## src/rtl/ft_pkg.sv

```systemverilog
`default_nettype none
// ============================================================================
//  Package     : ft_pkg
//  Description : Shared types and constants for the FourierTransform datapath:
//                framer FSM state encoding, SPI STATUS register bit map and
//                the offset-binary to two's complement helper.
//  Revision    : 1.0 - initial release
// ============================================================================
package ft_pkg;

    typedef enum logic [1:0] {
        IDLE  = 2'd0,
        ARMED = 2'd1,
        RUN   = 2'd2,
        DONE  = 2'd3
    } state_t;

    // SPI STATUS register bit positions
    localparam int STATUS_FRAME_DONE = 0;
    localparam int STATUS_ERR_DIFF   = 1;
    localparam int STATUS_ERR_SHORT  = 2;
    localparam int STATUS_BUSY       = 3;

    localparam logic [15:0] STATUS_CORDIC_MSK     = 16'h0010;
    localparam logic [15:0] STATUS_HERZEL_ALL_MSK = 16'hFF00;

    // Widest sample the conversion helper accepts
    localparam int OB2TC_MAXW = 32;

    // Offset binary -> two's complement is an MSB flip at bit (w-1).
    // Callers zero-extend into OB2TC_MAXW bits and truncate the result.
    function automatic logic [OB2TC_MAXW-1:0] ob2tc(
        input logic [OB2TC_MAXW-1:0] x,
        input int unsigned           w
    );
        logic [OB2TC_MAXW-1:0] m;
        m = OB2TC_MAXW'(1) << (w - 1);
        return x ^ m;
    endfunction

endpackage : ft_pkg
`default_nettype wire

```

## src/rtl/adc_sample_framer_if.sv

```systemverilog
`default_nettype none
// ============================================================================
//  Interface   : adc_sample_framer_if
//  Description : Sample stream from the framer to the Herzel filter bank.
//                No backpressure: the consumer takes one sample per clock.
//  Signals     : data  - DW  signed sample (two's complement)
//                valid - 1   data valid this cycle
//                first - 1   first sample of a frame (qualified by valid)
//                last  - 1   sample NS-1 of a frame (qualified by valid)
//  Revision    : 1.0 - initial release
// ============================================================================
interface adc_sample_framer_if #(
    parameter int DW = 8
);
    logic [DW-1:0] data;
    logic          valid;
    logic          first;
    logic          last;

    modport master (output data, output valid, output first, output last);
    modport slave  (input  data, input  valid, input  first, input  last);
endinterface : adc_sample_framer_if
`default_nettype wire

```

## src/rtl/adc_sample_framer_diff_rx.sv

```systemverilog
`default_nettype none
// ============================================================================
//  Module      : diff_rx
//  Description : Stage-0 register for a bundle of differential pin pairs.
//                Registers the positive legs and a per-bit flag that is set
//                when the two legs of a pair are equal (not complementary).
//  Ports       : clk    - system clock
//                rstn   - asynchronous active-low reset
//                p_i    - W  positive legs
//                n_i    - W  negative legs
//                data_o - W  registered positive legs
//                mism_o - W  registered per-bit leg mismatch
//  Revision    : 1.0 - initial release
// ============================================================================
module diff_rx #(
    parameter int W = 9
) (
    input  wire logic         clk,
    input  wire logic         rstn,
    input  wire logic [W-1:0] p_i,
    input  wire logic [W-1:0] n_i,
    output logic      [W-1:0] data_o,
    output logic      [W-1:0] mism_o
);
    logic [W-1:0] data_q;
    logic [W-1:0] mism_q;

    always_ff @(posedge clk or negedge rstn) begin
        if (!rstn) begin
            data_q <= '0;
            mism_q <= '0;
        end else begin
            data_q <= p_i;
            mism_q <= ~(p_i ^ n_i);
        end
    end

    assign data_o = data_q;
    assign mism_o = mism_q;
endmodule : diff_rx
`default_nettype wire

```

## src/rtl/adc_sample_framer.sv

```systemverilog
`default_nettype none
// ============================================================================
//  Module      : adc_sample_framer
//  Description : Front end of the FourierTransform datapath. Registers the
//                differential ADC pins, checks leg integrity, converts
//                offset-binary samples to two's complement and gates exactly
//                NS samples per armed frame onto the Herzel sample stream.
//  Ports       : clk, rstn          - clock, async active-low reset
//                sample_p/sample_n  - DW differential ADC sample
//                enable_p/enable_n  - differential ADC data-valid
//                arm, abort         - one-cycle control pulses
//                smp                - sample stream (master modport)
//                frame_done         - pulse the cycle after the last sample
//                busy               - frame armed or running
//                smp_cnt            - samples issued in current/last frame
//                err_diff, err_short- sticky error flags
//  Revision    : 1.0 - initial release
// ============================================================================
module adc_sample_framer
    import ft_pkg::*;
#(
    parameter int NS = 100000,
    parameter int DW = 8
) (
    input  wire logic                     clk,
    input  wire logic                     rstn,
    input  wire logic [DW-1:0]            sample_p,
    input  wire logic [DW-1:0]            sample_n,
    input  wire logic                     enable_p,
    input  wire logic                     enable_n,
    input  wire logic                     arm,
    input  wire logic                     abort,
    adc_sample_framer_if.master           smp,
    output logic                          frame_done,
    output logic                          busy,
    output logic [$clog2(NS+1)-1:0]       smp_cnt,
    output logic                          err_diff,
    output logic                          err_short
);
    localparam int CW = $clog2(NS+1);

    // ---------------- stage 0 ----------------
    logic [DW:0] rx_data_w;
    logic [DW:0] rx_mism_w;

    diff_rx #(.W(DW+1)) u_diff_rx (
        .clk    (clk),
        .rstn   (rstn),
        .p_i    ({enable_p, sample_p}),
        .n_i    ({enable_n, sample_n}),
        .data_o (rx_data_w),
        .mism_o (rx_mism_w)
    );

    // enable counts only when the legs are complementary with _p high
    logic          en_w;
    logic          diff_w;
    logic [DW-1:0] smp_w;
    logic [DW-1:0] conv_w;

    assign en_w   = rx_data_w[DW] & ~rx_mism_w[DW];
    assign diff_w = |rx_mism_w;
    assign smp_w  = rx_data_w[DW-1:0];
    assign conv_w = DW'(ob2tc(OB2TC_MAXW'(smp_w), DW));

    // ---------------- FSM + output register ----------------
    state_t        state_q, state_d;
    logic          en_dly_q;
    logic          valid_q, valid_d;
    logic          first_q, first_d;
    logic          last_q,  last_d;
    logic          done_q,  done_d;
    logic [CW-1:0] cnt_q,   cnt_d;
    logic          ediff_q, ediff_d;
    logic          eshort_q, eshort_d;
    logic [DW-1:0] data_q;
    logic          issue_w;

    always_comb begin
        state_d  = state_q;
        valid_d  = 1'b0;
        first_d  = 1'b0;
        last_d   = 1'b0;
        done_d   = 1'b0;
        cnt_d    = cnt_q;
        ediff_d  = ediff_q;
        eshort_d = eshort_q;
        issue_w  = 1'b0;

        unique case (state_q)
            IDLE: begin
                if (arm && !abort) begin
                    state_d  = ARMED;
                    cnt_d    = '0;
                    ediff_d  = 1'b0;
                    eshort_d = 1'b0;
                end
            end
            ARMED: begin
                if (abort) begin
                    state_d = IDLE;
                end else if (en_w && !en_dly_q) begin
                    // the sample riding on the rising edge is sample 0
                    state_d = RUN;
                    issue_w = 1'b1;
                end
            end
            RUN: begin
                if (abort) begin
                    state_d = IDLE;
                end else if (en_w) begin
                    issue_w = 1'b1;
                    if (cnt_q == CW'(NS-1)) begin
                        state_d = DONE;
                    end
                end else begin
                    eshort_d = 1'b1;
                    state_d  = IDLE;
                end
            end
            DONE: begin
                done_d  = 1'b1;
                state_d = IDLE;
            end
            default: state_d = IDLE;
        endcase

        if (issue_w) begin
            valid_d = 1'b1;
            first_d = (cnt_q == '0);
            last_d  = (cnt_q == CW'(NS-1));
            cnt_d   = cnt_q + CW'(1);
            // _p leg is authoritative, so the sample still goes out
            if (diff_w) begin
                ediff_d = 1'b1;
            end
        end
    end

    always_ff @(posedge clk or negedge rstn) begin
        if (!rstn) begin
            state_q  <= IDLE;
            en_dly_q <= 1'b0;
            valid_q  <= 1'b0;
            first_q  <= 1'b0;
            last_q   <= 1'b0;
            done_q   <= 1'b0;
            cnt_q    <= '0;
            ediff_q  <= 1'b0;
            eshort_q <= 1'b0;
            data_q   <= '0;
        end else begin
            state_q  <= state_d;
            en_dly_q <= en_w;
            valid_q  <= valid_d;
            first_q  <= first_d;
            last_q   <= last_d;
            done_q   <= done_d;
            cnt_q    <= cnt_d;
            ediff_q  <= ediff_d;
            eshort_q <= eshort_d;
            data_q   <= conv_w;
        end
    end

    assign smp.data   = data_q;
    assign smp.valid  = valid_q;
    assign smp.first  = first_q;
    assign smp.last   = last_q;
    assign frame_done = done_q;
    assign busy       = (state_q == ARMED) || (state_q == RUN);
    assign smp_cnt    = cnt_q;
    assign err_diff   = ediff_q;
    assign err_short  = eshort_q;
endmodule : adc_sample_framer
`default_nettype wire
```

## src/flat_wrapper.sv

```systemverilog
// flat-port wrapper written by rule: the top's interface ports become plain ports
module adc_sample_framer_flat import ft_pkg::*;
#(
    parameter int NS = 100000,
    parameter int DW = 8
)
  (clk, rstn, sample_p, sample_n, enable_p, enable_n, arm, abort, frame_done, busy, smp_cnt, err_diff, err_short, smp_data, smp_valid, smp_first, smp_last);
  adc_sample_framer_if #(.DW(DW)) smp_i ();
  input  wire logic clk;
  input  wire logic rstn;
  input  wire logic [DW-1:0] sample_p;
  input  wire logic [DW-1:0] sample_n;
  input  wire logic enable_p;
  input  wire logic enable_n;
  input  wire logic arm;
  input  wire logic abort;
  output logic frame_done;
  output logic busy;
  output logic [$clog2(NS+1)-1:0] smp_cnt;
  output logic err_diff;
  output logic err_short;
  output wire logic [$bits(smp_i.data)-1:0] smp_data;
  output wire logic [$bits(smp_i.valid)-1:0] smp_valid;
  output wire logic [$bits(smp_i.first)-1:0] smp_first;
  output wire logic [$bits(smp_i.last)-1:0] smp_last;
  assign smp_data = smp_i.data;
  assign smp_valid = smp_i.valid;
  assign smp_first = smp_i.first;
  assign smp_last = smp_i.last;
  adc_sample_framer #(.NS(NS), .DW(DW)) u_core (.clk(clk), .rstn(rstn), .sample_p(sample_p), .sample_n(sample_n), .enable_p(enable_p), .enable_n(enable_n), .arm(arm), .abort(abort), .smp(smp_i), .frame_done(frame_done), .busy(busy), .smp_cnt(smp_cnt), .err_diff(err_diff), .err_short(err_short));
endmodule
```

## config.mk

```make
export PLATFORM = sky130hd
export DESIGN_NAME = adc_sample_framer_flat
export DESIGN_NICKNAME = d
export VERILOG_FILES = /design/src/rtl/ft_pkg.sv /design/src/rtl/adc_sample_framer_if.sv /design/src/rtl/adc_sample_framer_diff_rx.sv /design/src/rtl/adc_sample_framer.sv /design/src/flat_wrapper.sv
export SDC_FILE = /design/constraint.sdc
export NUM_CORES = 1
export LEC_CHECK = 0
export CORE_MARGIN = 1.5
export CORE_UTILIZATION = 56
export CTS_CLUSTER_DIAMETER = 150
export DETAILED_ROUTE_END_ITERATION = 7
export DONT_BUFFER_PORTS = 1
export GPL_TIMING_DRIVEN = 1
export HOLD_SLACK_MARGIN = 0.02
export PLACE_DENSITY_LB_ADDON = 0.15
export RECOVER_POWER = 100
export SYNTH_ARGS = -nofsm -noshare
export SYNTH_HDL_FRONTEND = slang
export SYNTH_SLANG_ARGS = --single-unit
```

## constraint.sdc

```tcl
create_clock -name clk -period 1.72 [get_ports clk]
set_input_delay 0.43 -clock clk [delete_from_list [all_inputs] [get_ports clk]]
set_output_delay 0.43 -clock clk [all_outputs]
set_load 0.01 [all_outputs]
```

==> summary.txt, run 1 <==
Violated checks: negative setup slack
Switch Pwr: 1.10 mW
Fin nets: 278
Synth Net Count: 232
Gate power share: 35.5%
# IOs: 54
Longest Clk Path Bufs: 2
Final Util: 81.0%
Mapped Area: 0.00220 mm2
Share of post-route cells with drive strength above 1: 37.6%
CTS Buf Count: 5
Setup WS post-layout: -0.142 ns
Final min period: 1.86 ns
Worst hold slack: 0.133 ns
Power per cell area: 1110 mW/mm2
Clk slew on worst S/H paths: 0.10 ns
Clock skew: 0.0127 ns
CP required: 1.92 ns
Synth Flop Type: dfrtp_1
RSZ-0062 raised after global routing: yes
Max VDD drop: 0.738 mV
Initial antenna violation count: 0
Final antenna-violating net count: 0
Initial core utilization: 59.3%
CTS Sinks: 52
Vias/cell: 6.14
Clock Latency Late Sink: 0.31 ns
Critical-path top delay cell: or4_4
Setup-failing EPs final: 12
Post-route clock period utilization: 108%
Synthesis-to-layout area growth: 36.6%
EDFF count, synth: 0
Routed len/inst: 21.0 um
Drt drc: 0
HPWL after DPL: 3380 um
Highest cell delay on the worst timing path: 0.56 ns
Die width: 65.7 um
Worst hold path type: input pin to flip-flop
ANT cells: 0
# rows: 22
Yosys warns: 0
Yosys reg bits: 52
Sw frac: 32.8%
Final Max Tran Viols: 0
Maximum clock rate: 537 MHz
Htree depth: 2
Routability cong.: 0.880
Slew of the pin with the lowest slew margin: 0.689 ns
Cells after synthesis: 203
Leak Pwr: 1.38 nW
Max Cap Violations: 0
Total grt overflow: 0
Number of global-route vias before repair: 1908
Max Fanout on Critical Path: 2
Final wirelength: 6250 um
Input/output buffers: 0
Asr flop ratio synth: 100%
Hold Fails Final Rpt: 0
TritonCTS clock tree: built
Top post-synthesis cells by area: dfrtp_1 59%, o21ai_0 5.9%, ha_1 4.0%
Critical path startpoint category: flip-flop
Most numerous cell in the Yosys netlist: dfrtp_1
Critical path capture point type: flip-flop
Internal Dissipation: 2.25 mW
Synth top cells by count: 52 x dfrtp_1, 26 x o21ai_0, 18 x nand2_1
Register area share after synthesis: 59.1%
GRT Total Usage: 29.2%
Initial DRC count: 159
Clk pwr share: 21.3%
WP data arrival: 2.06 ns
Rel. slew slack: 54.1%
Seq pwr share: 43.1%
Distinct cell type count after synthesis: 32
Status: complete, but fails checks
First-pass GRT wire length: 9150 um
Drt pass-1 iters: 4
Syn avg cell area: 10.9 um2
Setup TNS: -0.859 ns
Core area: 0.00372 mm2
CTS root buf: clkbuf_8
Worst path cell trace: or4_4 -> nor4_4 -> nand2_1 -> a21oi_2 -> mux2_4
Yosys top cell area share: 59.1%
Via Count: 1830
Largest net degree at the start of global routing: 53
Die Area: 0.00432 mm2
Synth area leader: dfrtp_1
Crit path kind: flip-flop to flip-flop
Die height: 65.7 um
[layout by cell type (no fill, tap or decap), types with 8 or more instances in the layout]
| cell type | instances |
|---|---|
| inv_1 | 10 |
| xnor2_1 | 9 |
| dfrtp_1 | 50 |
| o21ai_1 | 11 |
| o21ai_0 | 8 |
| nand2_1 | 17 |
| buf_4 | 30 |
[path summary, 6_finish.rpt]
kind                                                           start                              endpoint  slack, ns  depth (start not counted)
worst min-delay path                                     sample_p[4]  u_core.u_diff_rx.data_o[4]$_DFF_PN0_       0.13                          0
worst max register to register        u_core.smp_cnt[11]$_DFFE_PN0P_         u_core.state_q[1]$_DFFE_PN0P_      -0.14                          5
worst max-delay path                  u_core.smp_cnt[11]$_DFFE_PN0P_         u_core.state_q[1]$_DFFE_PN0P_      -0.14                          5
min in group asynchronous                                       rstn           u_core.frame_done$_DFF_PN0_       0.72                          2
worst min register to register  u_core.u_diff_rx.data_o[2]$_DFF_PN0_          u_core.smp.data[2]$_DFF_PN0_       0.35                          0
max in group asynchronous                                       rstn        u_core.smp_cnt[11]$_DFFE_PN0P_       0.50                          2
[power by group through the flow]
stage               Combinational [mW]  Sequential, mW  Clock (mW)
floorplan                        0.383            1.45           0
global route                      1.26            1.45       0.755
CTS                              0.959            1.43       0.712
finish                            1.19            1.44       0.713
global placement                 0.649            1.44           0
detailed placement               0.689            1.45           0
[state kept, by name, summed over array words and instances (netlist names)]
register                 cells
u_core.smp_cnt              17
u_core.u_diff_rx.data_o      9
u_core.u_diff_rx.mism_o      9
u_core.smp.data              8
u_core.state_q               2
u_core.en_dly_q              1
u_core.err_diff              1
u_core.err_short             1
u_core.frame_done            1
u_core.smp.first             1
u_core.smp.last              1
u_core.smp.valid             1
[worst max-delay path: cells and delay by family, from the launching register on]
family	cells	cell delay, ns
multiplexers	1	0.32
AO/OA/AOI/OAI	1	0.19
AND/OR/NAND/NOR	3	0.84
flip-flops	1	0.42
[cells by family after synthesis]
group	after synthesis	synth area share, %
and+or+nand+nor	62	15.4
AOI/OAI and AO/OA	52	13.7
DFF	52	59.1
buffers and inverters	20	3.75
xor gates and xnor gates	9	3.58
adders and majority gates	7	3.97
muxes	1	0.511
[per-stage QoR]
stage | total power [mW] | area (um2) | instances | setup WS, ns
after floorplan | 1.84 | 2210 | 203 | -0.116
after global routing | 3.47 | 3010 | 298 | -0.204
after global placement | 2.09 | 2480 | 273 | -0.0690
final | 3.34 | 3010 | 298 | -0.142
after detailed placement | 2.14 | 2480 | 273 | -0.106
after CTS | 3.11 | 2830 | 289 | -0.0953
[routing by layer]
metal / share of wire [%] / vias up / track usage [%]
met1: 38 / 904 / 34.4
met3: 7.7 / 30 / 8.39
met4: 4.1 / 0 / 15.6
met2: 50 / 94 / 48.2
met5: 0 / - / 0
li1: - / 802 / -
[area by class of cell]
class,instances,area [um2]
fillers,206,707
clock buffers,5,68.8
flip-flops and latches,52,1300
clock inverters,3,22.5
multi-input cells,131,1020
well taps,48,60.1
inverters,13,51.3
repair buffers,46,482
[what timing repair did]
| item | 4_1_cts | 5_1_grt |
|---|---|---|
| setup endpoints to repair | 17 | 18 |
| gates resized for setup | 25 | 49 |
| cloned | 2 | 2 |
| hold endpoints to repair | 52 | 0 |
| pin swaps | 4 | 10 |
| setup buffers | 4 | 7 |
| hold buffers | 2 | 0 |
No activity file was read; power rests on OpenSTA's default activity.
==> run 2, diff against run 1 <==
--- a/config.mk
+++ b/config.mk
@@ -7,6 +7,7 @@
 export LEC_CHECK = 0
 export CORE_MARGIN = 1.5
 export CORE_UTILIZATION = 56
+export CTS_BUF_LIST = sky130_fd_sc_hd__clkbuf_4 sky130_fd_sc_hd__clkbuf_8 sky130_fd_sc_hd__clkbuf_16
 export CTS_CLUSTER_DIAMETER = 150
 export DETAILED_ROUTE_END_ITERATION = 7
 export DONT_BUFFER_PORTS = 1
==> results of run 2 <==
Final layout, timing and power as in run 1 (identical DEF).
